### config.mk
export PLATFORM = sky130hd
export DESIGN_NAME = me_sad_search
export DESIGN_NICKNAME = d
export VERILOG_FILES = /design/src/rtl/me_sad_search.sv
export SDC_FILE = /design/constraint.sdc
export NUM_CORES = 2
export LEC_CHECK = 0
export ABC_CLOCK_PERIOD_IN_PS = 32100
export CORE_AREA = 4 4 561 563
export DETAILED_ROUTE_END_ITERATION = 12
export DIE_AREA = 0 0 565 567
export GPL_TIMING_DRIVEN = 1
export PLACE_DENSITY = 0.45
export SETUP_SLACK_MARGIN = 0.5
export SLEW_MARGIN = 20
export SYNTH_ARGS = -nofsm -noshare
export SYNTH_HDL_FRONTEND = slang
export SYNTH_SLANG_ARGS = --single-unit
### constraint.sdc
create_clock -name clk -period 32.1 [get_ports clk]
set_input_delay 9.63 -clock clk [delete_from_list [all_inputs] [get_ports clk]]
set_output_delay 9.63 -clock clk [all_outputs]
set_load 0.005 [all_outputs]
### src/rtl/me_sad_search.sv
// me_sad_search: pipelined SAD reduction and multi-batch best-match search.
// Three stages: per-lane row sums, per-batch minimum, running block minimum.
//
// Ports:
//   clk, rst            clock and synchronous active-low reset
//   psad_valid_i/o      beat handshake (psad_ready_o) for psad_i
//   psad_i              EDGE_LEN x CAND_PER_BATCH row partial SADs
//   flush_i             abort current block, drop in-flight beats
//   best_valid_o/i      result handshake (best_ready_i)
//   best_sad_o          minimum SAD of the block
//   best_idx_o          batch*CAND_PER_BATCH + lane of that minimum
//
// Optional feature macro ME_EARLY_TERM_EN adds:
//   term_thresh_i       early-termination threshold
//   best_early_o        result was emitted before the last batch
module me_sad_search #(
    parameter int CAND_PER_BATCH = 16,
    parameter int EDGE_LEN       = 8,
    parameter int PSAD_BIT_WIDTH = 11,
    parameter int SAD_BIT_WIDTH  = 14,
    parameter int NUM_BATCHES    = 32,
    parameter int IDX_WIDTH      = 16
) (
    input  logic                                           clk,
    input  logic                                           rst,
    input  logic                                           psad_valid_i,
    output logic                                           psad_ready_o,
    input  logic [EDGE_LEN*CAND_PER_BATCH*PSAD_BIT_WIDTH-1:0] psad_i,
    input  logic                                           flush_i,
`ifdef ME_EARLY_TERM_EN
    input  logic [SAD_BIT_WIDTH-1:0]                       term_thresh_i,
    output logic                                           best_early_o,
`endif
    output logic                                           best_valid_o,
    input  logic                                           best_ready_i,
    output logic [SAD_BIT_WIDTH-1:0]                       best_sad_o,
    output logic [IDX_WIDTH-1:0]                           best_idx_o
);

    localparam int LW   = $clog2(CAND_PER_BATCH);
    localparam int CW   = (NUM_BATCHES > 1) ? $clog2(NUM_BATCHES) : 1;
    localparam int SUMW = PSAD_BIT_WIDTH + $clog2(EDGE_LEN) + 1;
    localparam int AW   = ((SUMW > SAD_BIT_WIDTH) ? SUMW : SAD_BIT_WIDTH) + 1;

    localparam logic [CW-1:0]            LAST    = CW'(NUM_BATCHES - 1);
    localparam logic [SAD_BIT_WIDTH-1:0] SAD_MAX = '1;
    localparam logic [AW-1:0]            SAT     = AW'(SAD_MAX);

    // ---------------------------------------------------------------
    // Handshake and batch counter
    // ---------------------------------------------------------------
    logic          adv;
    logic          accept;
    logic [CW-1:0] batch_q, batch_d;
    logic          best_valid_q, best_valid_d;

    assign adv          = !best_valid_q || best_ready_i;
    assign psad_ready_o = adv && !flush_i;
    assign accept       = psad_valid_i && psad_ready_o;

    always_comb begin
        batch_d = batch_q;
        if (accept) begin
            batch_d = (batch_q == LAST) ? '0 : batch_q + 1'b1;
        end
    end

    always_ff @(posedge clk) begin
        if (!rst) begin
            batch_q <= '0;
        end else if (flush_i) begin
            batch_q <= '0;
        end else begin
            batch_q <= batch_d;
        end
    end

    // ---------------------------------------------------------------
    // S1: per-lane row sums with saturation
    // ---------------------------------------------------------------
    logic [AW-1:0]            lane_sum [CAND_PER_BATCH];
    logic [SAD_BIT_WIDTH-1:0] lane_d   [CAND_PER_BATCH];

    logic                     s1_valid_q;
    logic [CW-1:0]            s1_batch_q;
    logic [SAD_BIT_WIDTH-1:0] s1_sad_q [CAND_PER_BATCH];

    always_comb begin
        for (int i = 0; i < CAND_PER_BATCH; i++) begin
            lane_sum[i] = '0;
            for (int j = 0; j < EDGE_LEN; j++) begin
                lane_sum[i] = lane_sum[i] + AW'(
                    psad_i[(j*CAND_PER_BATCH+i)*PSAD_BIT_WIDTH +: PSAD_BIT_WIDTH]);
            end
            if (lane_sum[i] > SAT) begin
                lane_d[i] = SAD_MAX;
            end else begin
                lane_d[i] = lane_sum[i][SAD_BIT_WIDTH-1:0];
            end
        end
    end

    always_ff @(posedge clk) begin
        if (!rst) begin
            s1_valid_q <= 1'b0;
            s1_batch_q <= '0;
            s1_sad_q   <= '{default: '0};
        end else if (flush_i) begin
            s1_valid_q <= 1'b0;
        end else if (adv) begin
            s1_valid_q <= accept;
            s1_batch_q <= batch_q;
            s1_sad_q   <= lane_d;
        end
    end

    // ---------------------------------------------------------------
    // S2: batch minimum, lowest lane wins ties
    // ---------------------------------------------------------------
    logic [SAD_BIT_WIDTH-1:0] bmin_d;
    logic [LW-1:0]            blane_d;

    logic                     s2_valid_q;
    logic [SAD_BIT_WIDTH-1:0] s2_min_q;
    logic [LW-1:0]            s2_lane_q;
    logic [CW-1:0]            s2_batch_q;
    logic                     s2_last_q;

    always_comb begin
        bmin_d  = s1_sad_q[0];
        blane_d = '0;
        for (int i = 1; i < CAND_PER_BATCH; i++) begin
            if (s1_sad_q[i] < bmin_d) begin
                bmin_d  = s1_sad_q[i];
                blane_d = LW'(i);
            end
        end
    end

    always_ff @(posedge clk) begin
        if (!rst) begin
            s2_valid_q <= 1'b0;
            s2_min_q   <= '0;
            s2_lane_q  <= '0;
            s2_batch_q <= '0;
            s2_last_q  <= 1'b0;
        end else if (flush_i) begin
            s2_valid_q <= 1'b0;
        end else if (adv) begin
            s2_valid_q <= s1_valid_q;
            s2_min_q   <= bmin_d;
            s2_lane_q  <= blane_d;
            s2_batch_q <= s1_batch_q;
            s2_last_q  <= (s1_batch_q == LAST);
        end
    end

    // ---------------------------------------------------------------
    // S3: running minimum and output register
    // ---------------------------------------------------------------
    logic [SAD_BIT_WIDTH-1:0] run_sad_q, run_sad_d;
    logic [IDX_WIDTH-1:0]     run_idx_q, run_idx_d;
    logic [SAD_BIT_WIDTH-1:0] cand_sad;
    logic [IDX_WIDTH-1:0]     cand_idx;
    logic [IDX_WIDTH-1:0]     entry_idx;
    logic                     take;
    logic                     early_hit;
    logic                     skip_hit;
    logic                     out_load;

    logic [SAD_BIT_WIDTH-1:0] best_sad_q, best_sad_d;
    logic [IDX_WIDTH-1:0]     best_idx_q, best_idx_d;

    assign entry_idx = (IDX_WIDTH'(s2_batch_q) << LW) | IDX_WIDTH'(s2_lane_q);
    assign take      = adv && s2_valid_q && !flush_i;

    // Batch 0 opens a block, so its entry loads unconditionally.
    always_comb begin
        if (s2_batch_q == '0 || s2_min_q < run_sad_q) begin
            cand_sad = s2_min_q;
            cand_idx = entry_idx;
        end else begin
            cand_sad = run_sad_q;
            cand_idx = run_idx_q;
        end
    end

`ifdef ME_EARLY_TERM_EN
    logic skip_q, skip_d;
    logic best_early_q, best_early_d;

    // After an early result the rest of the block is dropped until the
    // next batch 0 arrives, keeping block alignment intact.
    assign skip_hit  = skip_q && (s2_batch_q != '0);
    assign early_hit = !s2_last_q && (cand_sad <= term_thresh_i);

    always_comb begin
        skip_d       = skip_q;
        best_early_d = best_early_q;
        if (take && !skip_hit) begin
            skip_d = early_hit;
        end
        if (out_load) begin
            best_early_d = early_hit;
        end
    end

    always_ff @(posedge clk) begin
        if (!rst) begin
            skip_q       <= 1'b0;
            best_early_q <= 1'b0;
        end else begin
            skip_q       <= flush_i ? 1'b0 : skip_d;
            best_early_q <= best_early_d;
        end
    end

    assign best_early_o = best_early_q;
`else
    assign skip_hit  = 1'b0;
    assign early_hit = 1'b0;
`endif

    assign out_load = take && !skip_hit && (s2_last_q || early_hit);

    always_comb begin
        run_sad_d = run_sad_q;
        run_idx_d = run_idx_q;
        if (take && !skip_hit) begin
            run_sad_d = cand_sad;
            run_idx_d = cand_idx;
        end
    end

    // A new result may load in the same cycle the old one is taken.
    always_comb begin
        best_valid_d = best_valid_q;
        best_sad_d   = best_sad_q;
        best_idx_d   = best_idx_q;
        if (best_valid_q && best_ready_i) begin
            best_valid_d = 1'b0;
        end
        if (out_load) begin
            best_valid_d = 1'b1;
            best_sad_d   = cand_sad;
            best_idx_d   = cand_idx;
        end
    end

    always_ff @(posedge clk) begin
        if (!rst) begin
            run_sad_q <= '0;
            run_idx_q <= '0;
        end else if (flush_i) begin
            run_sad_q <= '0;
            run_idx_q <= '0;
        end else begin
            run_sad_q <= run_sad_d;
            run_idx_q <= run_idx_d;
        end
    end

    always_ff @(posedge clk) begin
        if (!rst) begin
            best_valid_q <= 1'b0;
            best_sad_q   <= '0;
            best_idx_q   <= '0;
        end else begin
            best_valid_q <= best_valid_d;
            best_sad_q   <= best_sad_d;
            best_idx_q   <= best_idx_d;
        end
    end

    assign best_valid_o = best_valid_q;
    assign best_sad_o   = best_sad_q;
    assign best_idx_o   = best_idx_q;

endmodule
**After elaboration in Yosys (flattened, before gate mapping)**

Cells that the tools add are included.

- Register bits after elaboration: 321
- Logic and storage cells: 244
- Output and inout bits: 32
- Bits of input ports: 1413

- Bitwise gates (word level): 3
- Equal/unequal tests: 2
- Mux-type cells: 51
- Reductions and logical operators: 14
- Add/subtract/negate cells: 113
- Magnitude comparators: 32

Operator list:

| kind | count |
|---|---|
| $add 16x11->16 | 32 |
| $mux 14 | 32 |
| $add 15x11->16 | 16 |
| $gt 16x14->1 const B | 16 |
| $add 14x11->15 | 16 |
| $add 13x11->14 | 16 |
| $lt 14x14->1 | 16 |
| $add 12x11->13 | 16 |
| $add 11x11->12 | 16 |
| $mux 4 | 14 |
| $mux 16 | 1 |
| $eq 5x5->1 const B | 2 |
| $or 9x4->9 | 1 |
| $logic_and 1x1->1 | 6 |
| $add 5x1->5 const B | 1 |
| $logic_not 5->1 | 1 |
| $mux 5 | 1 |
| $mux 1 | 3 |
| $logic_not 1->1 | 2 |
| $logic_or 1x1->1 | 2 |
| $not 1->1 | 2 |
| $reduce_and 2->1 | 1 |
| $reduce_bool 2->1 | 1 |
| $reduce_or 2->1 | 1 |

**Depth between registers and ports, before layout**

- Depth in word-level cells: 30
- Gate-level depth with buffers: 200

**Least setup slack after synthesis**

OpenSTA, ideal clock, no wires.

- Path type: register to register
- From: register s1_sad_q[217] (netlist name)
- To: register s2_min_q[10]
- Path slack: -0.439 ns
- Required time: 31.981 ns
- Cell stages (with the launch flop): 191
- Buffers on the path: 20
- Clock period less this slack: 32.539 ns
- Arrival: 32.421 ns
- Cell sequence: dfxtp_1 -> inv_1 -> ha_1 -> a21oi_1 -> o21a_1 -> o221ai_1 -> a21oi_2 -> clkbuf_1 -> a21oi_1 -> ha_1 -> nand3_1 -> or2_2 -> nor2_1 -> o211ai_1 -> a221oi_4 -> o21ai_1 -> nand2_1 -> clkbuf_1 -> [... 155 more ...] -> o311a_1 -> buf_6 -> buf_6 -> mux2i_1 -> ha_1 -> nor2b_1 -> o21ai_0 -> nand2b_1 -> a21oi_1 -> nor2b_1 -> o21ai_0 -> nand2b_1 -> a21oi_1 -> nand3b_1 -> o31a_2 -> buf_6 -> nor2b_1 -> o221a_1

- Word-level cells in the longest chain between the ends: 30

Ends and longest elaborated chain:

| element | line | text |
|---|---|---|
| start: declaration | 86 | `logic [SAD_BIT_WIDTH-1:0] s1_sad_q [CAND_PER_BATCH];` |
| start signal: assignment | 113 | `s1_sad_q <= lane_d;` |
| $lt 14x14->1 | 133 | `if (s1_sad_q[i] < bmin_d) begin` |
| $mux 14 (*) | 133 |  |
| $lt 14x14->1 | 133 |  |
| $mux 14 (*) | 133 |  |
| $lt 14x14->1 | 133 |  |
| $mux 14 (*) | 133 |  |
| $lt 14x14->1 | 133 |  |
| $mux 14 (*) | 133 |  |
| [... 14 more ...] | - |  |
| $lt 14x14->1 | 133 |  |
| $mux 14 (*) | 133 |  |
| $lt 14x14->1 | 133 |  |
| $mux 14 (*) | 133 |  |
| $lt 14x14->1 | 133 |  |
| $mux 14 (*) | 133 |  |
| $lt 14x14->1 | 133 |  |
| $mux 14 (*) | 133 |  |
| end signal: assignment | 151 | `s2_min_q <= bmin_d;` |
| end: declaration | 124 | `logic [SAD_BIT_WIDTH-1:0] s2_min_q;` |

Mark *: on every way between the ends. The rest lies on a longest branch, timed or not.
A chain may end at the register's enable or synchronous reset.

**Worst setup path in the final report**

- From: register s1_sad_q[214] (netlist name)
- To: register s2_min_q[11]

The elaborated chain is that of the path after synthesis.

==> qor.tcl <==
set qor(layout_commonest_cell) {sky130_fd_sc_hd__clkdlybuf4s50_1}
set qor(finalMaxSlewViolations) 0
set qor(final_number_of_setup_violating_endpoints) 0
set qor(status) {finished clean}
set qor(layout.nets) 9990
set qor(number_of_max_cap_violations) 0
set qor(final_cell_mix) {sky130_fd_sc_hd__clkdlybuf4s50_1 (1443), sky130_fd_sc_hd__inv_1 (1376), sky130_fd_sc_hd__fa_1 (1040)}
set qor(hold_path.class) {flop to flop}
set qor(globalRoute.totalOverflow) 0
set qor(grt_antenna_before_repair) 222
set qor(placeableCoreArea_sq_um) 309000
set qor(routability_congestion_estimate_from_global_placement) 0.913
set qor(worst_r2r_endpoint) {s2_min_q[11]}
set qor(clock-root-buffer) {sky130_fd_sc_hd__clkbuf_16}
set qor(drt-met1-wl_um) 111000
set qor(drcViolationCount) 0
set qor(yosys_warnings) 0
set qor(ys_ff_latch) 321
set qor(reg2reg_from) {s1_sad_q[214]}
set qor(placement_rows) 204
set qor(fin_tns_setup_ns) 0
set qor(die_height_um) 567
set qor(ios) 1445
set qor(fraction_of_the_cycle_the_final_worst_path_needs_pct) 93.2
set qor(placement.io_buffers) 1444
set qor(clock-sinks) 321
set qor(highest_layer) {met5}
set qor(slowest_stage) {sky130_fd_sc_hd__or4_1}
set qor(count_of_flip_flops_with_a_built_in_enable_after_synthesis) 0
set qor(final_antenna_net_count) 0
set qor(global_route_wire_length_before_repair_um) 384000
set qor(via_count) 44400
set qor(synthToLayoutAreaGrowth_pct) 43.3
set qor(wl_per_cell_um) 25.1
set qor(ctsLongestPathBuffers) 3
set qor(slowest_delay_ns) 0.52
set qor(detail_route.first_pass.iterations) 7
set qor(cp.arrival_ns) 30.41
set qor(vias_per_cell) 3.92
set qor(rsz0062_at_grt) {no}
set qor(largest_net_degree_at_the_start_of_global_routing) 131
set qor(critical_path.startpoint_type) {flop}
set qor(r2r_setup_slack_ns) 2.19
set qor(postSynthNetCount) 8499
set qor(maximum_clock_skew_at_final_layout_ns) 0.0246
set qor(netlist-cell-type-count) 98
set qor(grt.total_usage_pct) 17.2
set qor(area.sequential_sq_um) 6430
set qor(insertion_delay_ns) 0.61
set qor(timing.max_slew.rel_slack_pct) 30.5
set qor(cp-endpoint) {s2_min_q[11]}
set qor(path_clk_slew_ns) 0.06
set qor(synthCells) 5648
set qor(critPathKind) {flop to flop}
set qor(required_ns) 32.60
set qor(synth_sequential_area_ratio_pct) 12.4
set qor(num-fill-cells) 33500
set qor(layout-drive-gt1-share_pct) 6.14
set qor(wl_met2_um) 142000
set qor(syn_avg_cell_area_sq_um) 9.19
set qor(finalHoldViolations) 0
set qor(floorplan.initialDensity_pct) 16.8
set qor(initialDrtViolationCount) 1966
set qor(floorplan.die.width_um) 565
set qor(grt_pass1_vias) 48300
set qor(achievable-frequency_ghz) 0.0334
set qor(met3WireLength_um) 24400
set qor(tightestPinTransition_ns) 1.04
set qor(wire_length_after_detailed_routing_um) 284000
set qor(top_reg_cell_synth) {sky130_fd_sc_hd__dfxtp_1}
set qor(r2r_worst_path_depth) 171
set qor(timing.critical_path.mode_cell) {sky130_fd_sc_hd__ha_1}
set qor(crit_fanout) 20
set qor(htreeDepth) 2
set qor(asyncSetResetFlopFracSynth_pct) 0
set qor(timing.final.crit_period_ns) 29.91
set qor(design.die.area_sq_um) 320000
set qor(setup.worst_path.start) {s1_sad_q[214]}
set qor(worstSetupEndpointType) {flop}
set qor(tritoncts_clock_tree) {done}
set qor(synthesis.area_sq_um) 51900
set qor(tritoncts.num_buffers) 39
set qor(place.detailed.hpwl_um) 262000
set qor(multi_input_comb_area_sq_um) 40300
-- synthesized netlist by cell type (all sizes together) (8+ instances only) --
cell / number / area share, %
a21boi: 30 / 0.44
a21o: 98 / 1.4
nand2b: 39 / 0.47
clkbuf: 119 / 0.86
nor3: 24 / 0.26
o211ai: 22 / 0.33
nor2b: 64 / 0.77
and2: 49 / 0.59
fa: 1040 / 40
or3: 10 / 0.12
a21oi: 422 / 4.1
a211o: 9 / 0.15
a31oi: 20 / 0.27
mux2i: 38 / 0.74
o21ai: 200 / 1.9
o31ai: 8 / 0.14
o21a: 10 / 0.14
inv: 1380 / 10
o221ai: 8 / 0.15
a211oi: 31 / 0.49
buf: 28 / 0.34
nand4: 16 / 0.19
ha: 398 / 9.6
and3: 17 / 0.21
nand3: 34 / 0.33
o211a: 12 / 0.25
o221a: 14 / 0.30
xor2: 67 / 1.1
xnor2: 94 / 1.6
dfxtp: 321 / 12
nand2: 603 / 4.4
nor2: 171 / 1.2
o21bai: 66 / 0.96
mux2: 71 / 1.6
a311oi: 23 / 0.39
maj3: 8 / 0.16
-- worst min-delay path by stage --
stage / from / to / cells past startpoint
2_1_floorplan: run_idx_q[10] / run_idx_q[10] / 1
3_3_place_gp: run_idx_q[9] / run_idx_q[9] / 1
3_5_place_dp: run_idx_q[12] / run_idx_q[12] / 1
4_1_cts: run_idx_q[5] / run_idx_q[5] / 2
5_1_grt: run_idx_q[10] / run_idx_q[10] / 1
6_report: run_idx_q[2] / run_idx_q[2] / 2
-- stage by stage --
step	setup WS [ns]	cell area, sq um	utilization [%]	hold WS [ns]	instances
detailed placement	-1.22	71500	23.2	0.444	11100
floorplan	0.549	51900	-	0.429	5648
global route	0.175	74300	24.0	0.474	11300
finish	2.19	74300	24.1	0.455	11300
global placement	-0.572	71500	23.2	0.442	11100
CTS	0.503	73200	23.7	0.456	11200
-- registers in the layout (all words and copies together), names as in the netlist --
name          cells
best_valid_o      1
best_sad_o       14
batch_q           5
s1_batch_q        5
s2_last_q         1
s2_valid_q        1
s2_lane_q         4
run_sad_q        14
s1_valid_q        1
run_idx_q        16
best_idx_o       16
s2_batch_q        5
s1_sad_q        224
s2_min_q         14
-- final cells by class --
cell class	count	area share (%)
inverters	1381	7.00
multi-input cells	3804	54.3
well taps	4120	6.93
clock inverters	19	0.443
clock buffers	51	1.47
diodes	48	0.162
flip-flops and latches	321	8.65
repair buffers	1592	21.1
-- worst max-delay path: cells and delay by family, from the launching register on --
kind	cells	cell delay [ns]
mux	8	2.19
fa+ha+maj	18	5.07
flops	1	0.40
buf+inv	22	2.46
simple gates	47	6.51
compound gates	76	13.18
-- cells by family (layout without fill, tap and decap cells) --
family	Yosys count	in the layout	share of synthesized area [%]
buf+inv	1528	3043	11.2
fa+ha+maj	1446	1446	49.9
other cells	0	48	0
flops	321	321	12.4
compound gates	1025	1028	12.4
xor+xnor	161	161	2.73
mux	109	109	2.33
simple gates	1058	1060	9.03
-- repair_timing --
item | 4_1_cts | 5_1_grt
buffers inserted | 11 | 58
cloned | 2 | 4
resized for setup | 34 | 147
endpoints found under the setup margin | 18 | 18
hold buffers | 0 | 0
hold endpoints to repair | 0 | 0
pin swaps | 6 | 56
-- per-layer routing --
metal / vias to the layer above / global-route usage, %
met3: 473 / 5.40
met2: 1590 / 31.0
met5: - / 0
met4: 136 / 2.73
met1: 21600 / 20.2
li1: 20600 / -
Power is not shown: default switching activity piles up to over one toggle a cycle in this logic, so the estimate is an artifact.
